==> config.mk <==
export PLATFORM = sky130hd
export DESIGN_NAME = macc_dot_seq
export DESIGN_NICKNAME = d
export VERILOG_FILES = /design/src/rtl/macc_dot_seq.sv
export SDC_FILE = /design/constraint.sdc
export NUM_CORES = 1
export LEC_CHECK = 0
export CORE_AREA = 10 10 119 201
export DETAILED_ROUTE_END_ITERATION = 8
export DIE_AREA = 0 0 129 211
export PLACE_DENSITY_LB_ADDON = 0.1
export RECOVER_POWER = 100
export SLEW_MARGIN = 20
export SYNTH_ARGS = -nofsm -noshare
export SYNTH_HDL_FRONTEND = slang
export SYNTH_SLANG_ARGS = --single-unit
==> constraint.sdc <==
create_clock -name CLK -period 2.15 [get_ports CLK]
set_input_delay 0.645 -clock CLK [delete_from_list [all_inputs] [get_ports CLK]]
set_output_delay 0.645 -clock CLK [all_outputs]
set_load 0.05 [all_outputs]
==> src/rtl/macc_dot_seq.sv <==
// macc_dot_seq: sequences (A,B) beats into an external MACC and returns the biased dot product
module macc_dot_seq #(
    parameter int WIDTH_A = 25,
    parameter int WIDTH_B = 18,
    parameter int WIDTH_P = 48,
    parameter int MACC_LAT = 3,
    parameter int MAX_LEN = 1024,
    localparam int CNT_W = $clog2(MAX_LEN + 1)
) (
    input  logic               CLK,
    input  logic               RST,
    input  logic               S_VALID,
    output logic               S_READY,
    input  logic [WIDTH_A-1:0] S_A,
    input  logic [WIDTH_B-1:0] S_B,
    input  logic               S_SUB,
    input  logic               S_LAST,
    input  logic [WIDTH_P-1:0] BIAS,
    output logic [WIDTH_A-1:0] M_A,
    output logic [WIDTH_B-1:0] M_B,
    output logic               M_ADDSUB,
    output logic               M_CARRYIN,
    output logic               M_CE,
    output logic               M_LOAD,
    output logic [WIDTH_P-1:0] M_LOAD_DATA,
    input  logic [WIDTH_P-1:0] M_P,
    output logic               R_VALID,
    input  logic               R_READY,
    output logic [WIDTH_P-1:0] R_DATA,
    output logic [CNT_W-1:0]   R_COUNT,
    output logic               R_OVF,
    output logic               BUSY
);
    localparam int DW = $clog2(MACC_LAT + 1);

    typedef enum logic [1:0] {IDLE, ACCUM, DRAIN, OUT} state_t;

    state_t           state, nstate;
    logic [CNT_W-1:0] count, cnt_nx;
    logic [DW-1:0]    dcnt;
    logic             acc, first, end_v, ovf_p;

    assign M_CARRYIN = 1'b0;

    // state register
    always_ff @(posedge CLK) begin
        if (RST) state <= IDLE;
        else state <= nstate;
    end

    // next state: a vector ends on LAST or when it hits MAX_LEN beats
    always_comb begin
        nstate = state;
        case (state)
            IDLE:  if (acc) nstate = end_v ? DRAIN : ACCUM;
            ACCUM: if (acc && end_v) nstate = DRAIN;
            DRAIN: if (dcnt == '0) nstate = OUT;
            OUT:   if (R_READY) nstate = IDLE;
        endcase
    end

    // accept qualification and beat bookkeeping derived from state
    always_comb begin
        acc    = S_VALID & S_READY;
        first  = state == IDLE;
        cnt_nx = first ? CNT_W'(1) : count + 1'b1;
        end_v  = S_LAST | (cnt_nx == CNT_W'(MAX_LEN));
        BUSY   = state != IDLE;
    end

    // MACC issue registers; non-accept cycles issue a zero-product add bubble
    always_ff @(posedge CLK) begin
        if (RST) begin
            M_A         <= '0;
            M_B         <= '0;
            M_ADDSUB    <= 1'b1;
            M_CE        <= 1'b0;
            M_LOAD      <= 1'b0;
            M_LOAD_DATA <= '0;
        end else begin
            M_CE     <= 1'b1;
            M_A      <= acc ? S_A : '0;
            M_B      <= acc ? S_B : '0;
            M_ADDSUB <= acc ? ~S_SUB : 1'b1;
            M_LOAD   <= acc & first;
            if (acc && first) M_LOAD_DATA <= BIAS;
        end
    end

    // beat count, drain timer and result capture/hand-off
    always_ff @(posedge CLK) begin
        if (RST) begin
            S_READY <= 1'b0;
            count   <= '0;
            dcnt    <= '0;
            ovf_p   <= 1'b0;
            R_VALID <= 1'b0;
            R_DATA  <= '0;
            R_COUNT <= '0;
            R_OVF   <= 1'b0;
        end else begin
            S_READY <= nstate == IDLE || nstate == ACCUM;
            dcnt    <= state == DRAIN ? dcnt - 1'b1 : DW'(MACC_LAT);
            if (acc) begin
                count <= cnt_nx;
                ovf_p <= ~S_LAST;
            end
            if (state == DRAIN && dcnt == '0) begin
                R_VALID <= 1'b1;
                R_DATA  <= M_P;
                R_COUNT <= count;
                R_OVF   <= ovf_p;
            end else if (R_VALID && R_READY) begin
                R_VALID <= 1'b0;
            end
        end
    end
endmodule

==> out/results.env <==
SYNTHESIS.INSTANCES=715
SYNTH_AREA_LEADERS='dfxtp_1 57%, nand2_1 14%, a21oi_1 10%'
TIMING.SETUP.CRITICAL_PATH_CLASS='flip-flop to output pin'
SYNTH_WARNINGS=0
COREAREA_UM2=20400
DATA_ARRIVAL_TIME_AT_THE_WORST_SLACK_ENDPOINT_PS=1390
ROUTED-VIA-COUNT=5731
DETAILEDPLACE.WORSTSLACK_PS=53.7
AREAGROWTHSYNTHTOFINISH_PCT=51.6
DETAIL_ROUTE.VIAS_PER_CELL=4.53
FIRST_GLOBAL_VIAS=5606
FINAL.MIN_CLOCK_PERIOD_PS=2030
CTS_ROOT_BUF='clkbuf_16'
FINALCRITPERIODSHARE=0.945
CTS.HTREE.LEVELS=4
AVGSYNTHCELLAREA_UM2=8.41
CRITICAL_PATH.STARTPOINT='state[1]'
GRT_PASS1_WL_MM=32.0
TIGHTEST_SLEW_PS=1120
GLOBALROUTEOVERFLOWTOTAL=0
WORST-ENDPOINT-REQUIRED_PS=1500
MAXIMUM_NUMBER_OF_PINS_ON_ONE_NET_BEFORE_GLOBAL_ROUTE_REPAIR=93
CTS.SINK_COUNT=172
IO_BUFFERS=301
DRT-TOTAL-WL_MM=21.3
CLOCK_LATENCY_PS=430
SYNTHDOMINANTAREACELLTYPE='dfxtp_1'
POST_ROUTE_CELLS_DRIVE_ABOVE_1_SHARE=0.0670
REGAREA_UM2=3440
CRIT-REG2REG-LAUNCH='count[3]'
PREVAILING_POST_SYNTH_REGISTER_CELL='dfxtp_1'
YOSYS.CELL_COUNT.TOP_TYPE='nand2_1'
ROWS=69
DRT_DRC_VIOLATIONS_LEFT=0
TIMING.MAX_SLEW.REL_SLACK=0.253
NUM-NETS-FINAL=1149
HOLD_PATH_CLASS='flip-flop to flip-flop'
POSTLAYOUTSETUPSLACKWORST_PS=117
ASYNCSETRESETFLOPFRACSYNTH=0
WEIGHTED_CONGESTION_REPORTED_AT_THE_END_OF_ROUTABILITY_DRIVEN_PLACEMENT=0.791
DRT_ITER0_MARKERS=244
SYNTH_COMMONEST_CELLS='228 x nand2_1, 172 x dfxtp_1, 123 x a21oi_1'
SETUP-VIOLATIONS-FINAL=0
GRT_USAGE=0.152
CRITICAL_PATH_END='BUSY'
IO-PIN-COUNT=303
NUMBER_OF_SYNTHESIZED_FLOPS_WITH_AN_ENABLE_PIN=0
VDD_IR_DROP_MAX_V=0.000474
FP.DIEAREA_UM2=27200
ANTENNA_FOUND_INITIAL=2
DETAILED_PLACE_HPWL_MM=16.0
SYN-NUM-NETS=862
FF2FF_PATH_DEPTH=5
DRT-PASS1-ITER-COUNT=4
SYNTHDOMINANTCELLAREASHARE=0.573
RSZ_0062_RAISED_AFTER_GLOBAL_ROUTING='false'
CTS.CLK_SLEW.WORST_PATHS_PS=60
SYNTH-SEQ-CELLS=172
YS_SEQ_AREA_FRAC=0.573
CRITICAL_PATH.STARTPOINT_TYPE='flip-flop'
OUTCOME='completed'
CLOCK-SKEW-FINAL_PS=5.65
CP_MAX_FO=9
CLOCK_BUFFERS_CREATED_BY_TRITONCTS=17
MULTI_INPUT_AREA_UM2=2310
F_MAX_MHz=492
DISTINCT_CELL_TYPE_COUNT_OF_THE_SYNTHESIZED_NETLIST=46
FLOORPLAN.INITIALDENSITY=0.295
END_KIND='output pin'
TIMING.REG2REG.SETUP_SLACK_PS=170
HP-START='dcnt[0]'
FINAL-MAX-SLEW-VIOLATION-COUNT=0
ANTENNA_VIOLATING_NETS_POST_ROUTE=0
DRV.MAX_CAP_VIOLATION_COUNT=0
P_LEAK_nW=3.57
CLOCKBUFFERDEPTH=2
FINAL.FILL_COUNT=2167
TRITONCTS_CLOCK_TREE='built'
POWER-PER-CELL-AREA_nW_PER_UM2=803
POST_DRT_WL_PER_CELL_UM=16.8
DIE_HEIGHT_UM=211
HOLD_VIOL_FINAL=0
WHS_PATH_DEPTH=1
DIEWIDTH_UM=129
NETLIST_AREA_UM2=6010
FIN_TNS_SETUP_PS=0
## placed cells by master, fill, tap and decap left out, drive strengths merged, types with 2 or more instances in the layout
cell,netlist,final
dfxtp,172,172
nor2,19,19
buf,15,19
o21a,2,2
ha,2,2
clkbuf,40,143
nor4,3,3
bufinv,0,2
a31oi,2,2
nand4,3,3
and2,3,3
nand2b,2,2
o211ai,2,2
clkinv,0,7
inv,7,7
a21oi,123,123
clkinvlp,0,3
diode,0,2
nand2,228,228
dlygate4sd2,0,38
nand3b,2,2
nand3,7,7
clkdlybuf4s50,0,142
a22oi,3,3
o21ai,10,10
or3,2,2
nor3,6,6
and3,45,45
xor2,2,2
## routing by layer
layer,GRT usage,vias up,wire (µm)
met5,0,-,0
met2,0.296,163,12100
met1,0.136,2613,7190
li1,-,2936,-
met3,0.0611,19,1630
met4,0.0536,0,345
## registers in the layout, summed over array words and instances (netlist names), 2 cells and up, named ones only
signal	count
R_COUNT	11
M_B	18
dcnt	2
M_LOAD_DATA	48
count	11
M_A	25
R_DATA	48
## power breakdown
part | internal [mW] | leakage (nW) | switching (mW)
clock network | 1.76 | 0.281 | 1.28
registers | 3.28 | 1.40 | 0.0414
logic | 0.380 | 1.89 | 0.591
total | 5.42 | 3.57 | 1.91
## how the worst min path moves through the flow
stage | to
CTS | dcnt[0]
finish | dcnt[0]
detailed placement | dcnt[0]
global route | dcnt[0]
floorplan | dcnt[0]
global placement | dcnt[0]
## cell type report
class	instances	area share
Antenna cell	2	0.000549
Clock buffer	20	0.0501
Clock inverter	12	0.0133
Inverter	7	0.00288
Multi-Input combinational cell	481	0.254
Sequential cell	172	0.378
Tap cell	248	0.0340
Timing Repair Buffer	323	0.268
## metrics by stage
step | total power [mW] | area (µm²) | std cells | hold slack (ps) | utilization
3_5_place_dp | 4.45 | 9060 | 1230 | 421 | 0.445
6_report | 7.33 | 9120 | 1265 | 429 | 0.448
4_1_cts | 7.51 | 9600 | 1262 | 430 | 0.471
2_1_floorplan | 3.92 | 6010 | 715 | 408 | -
5_1_grt | 7.62 | 9120 | 1264 | 459 | 0.447
3_3_place_gp | 4.45 | 9060 | 1230 | 419 | 0.445
## cell families (layout without fill, tap and decap cells)
| logic type | count (synthesis) | count (layout) | share of synthesized area |
|---|---|---|---|
| fa+ha+maj | 2 | 2 | 0.00416 |
| other cells | 1 | 3 | 0.000624 |
| flops | 172 | 172 | 0.573 |
| buf+inv | 62 | 362 | 0.0422 |
| simple gates | 327 | 327 | 0.246 |
| xor+xnor | 2 | 2 | 0.00291 |
| compound gates | 149 | 149 | 0.132 |
## repair_timing
item,4_1_cts,5_1_grt
hold buffers,0,0
pin swaps,0,1
buffers inserted,0,1
resized for setup,38,0
endpoints found under the setup margin,38,1
hold endpoints to repair,0,0
## critical path: stages, from the launching register on
cell and delay (ps):
dfxtp_1 400, nor2_4 250, inv_2 130, buf_12 170
Note: power is estimated with default switching activity, not from simulation.
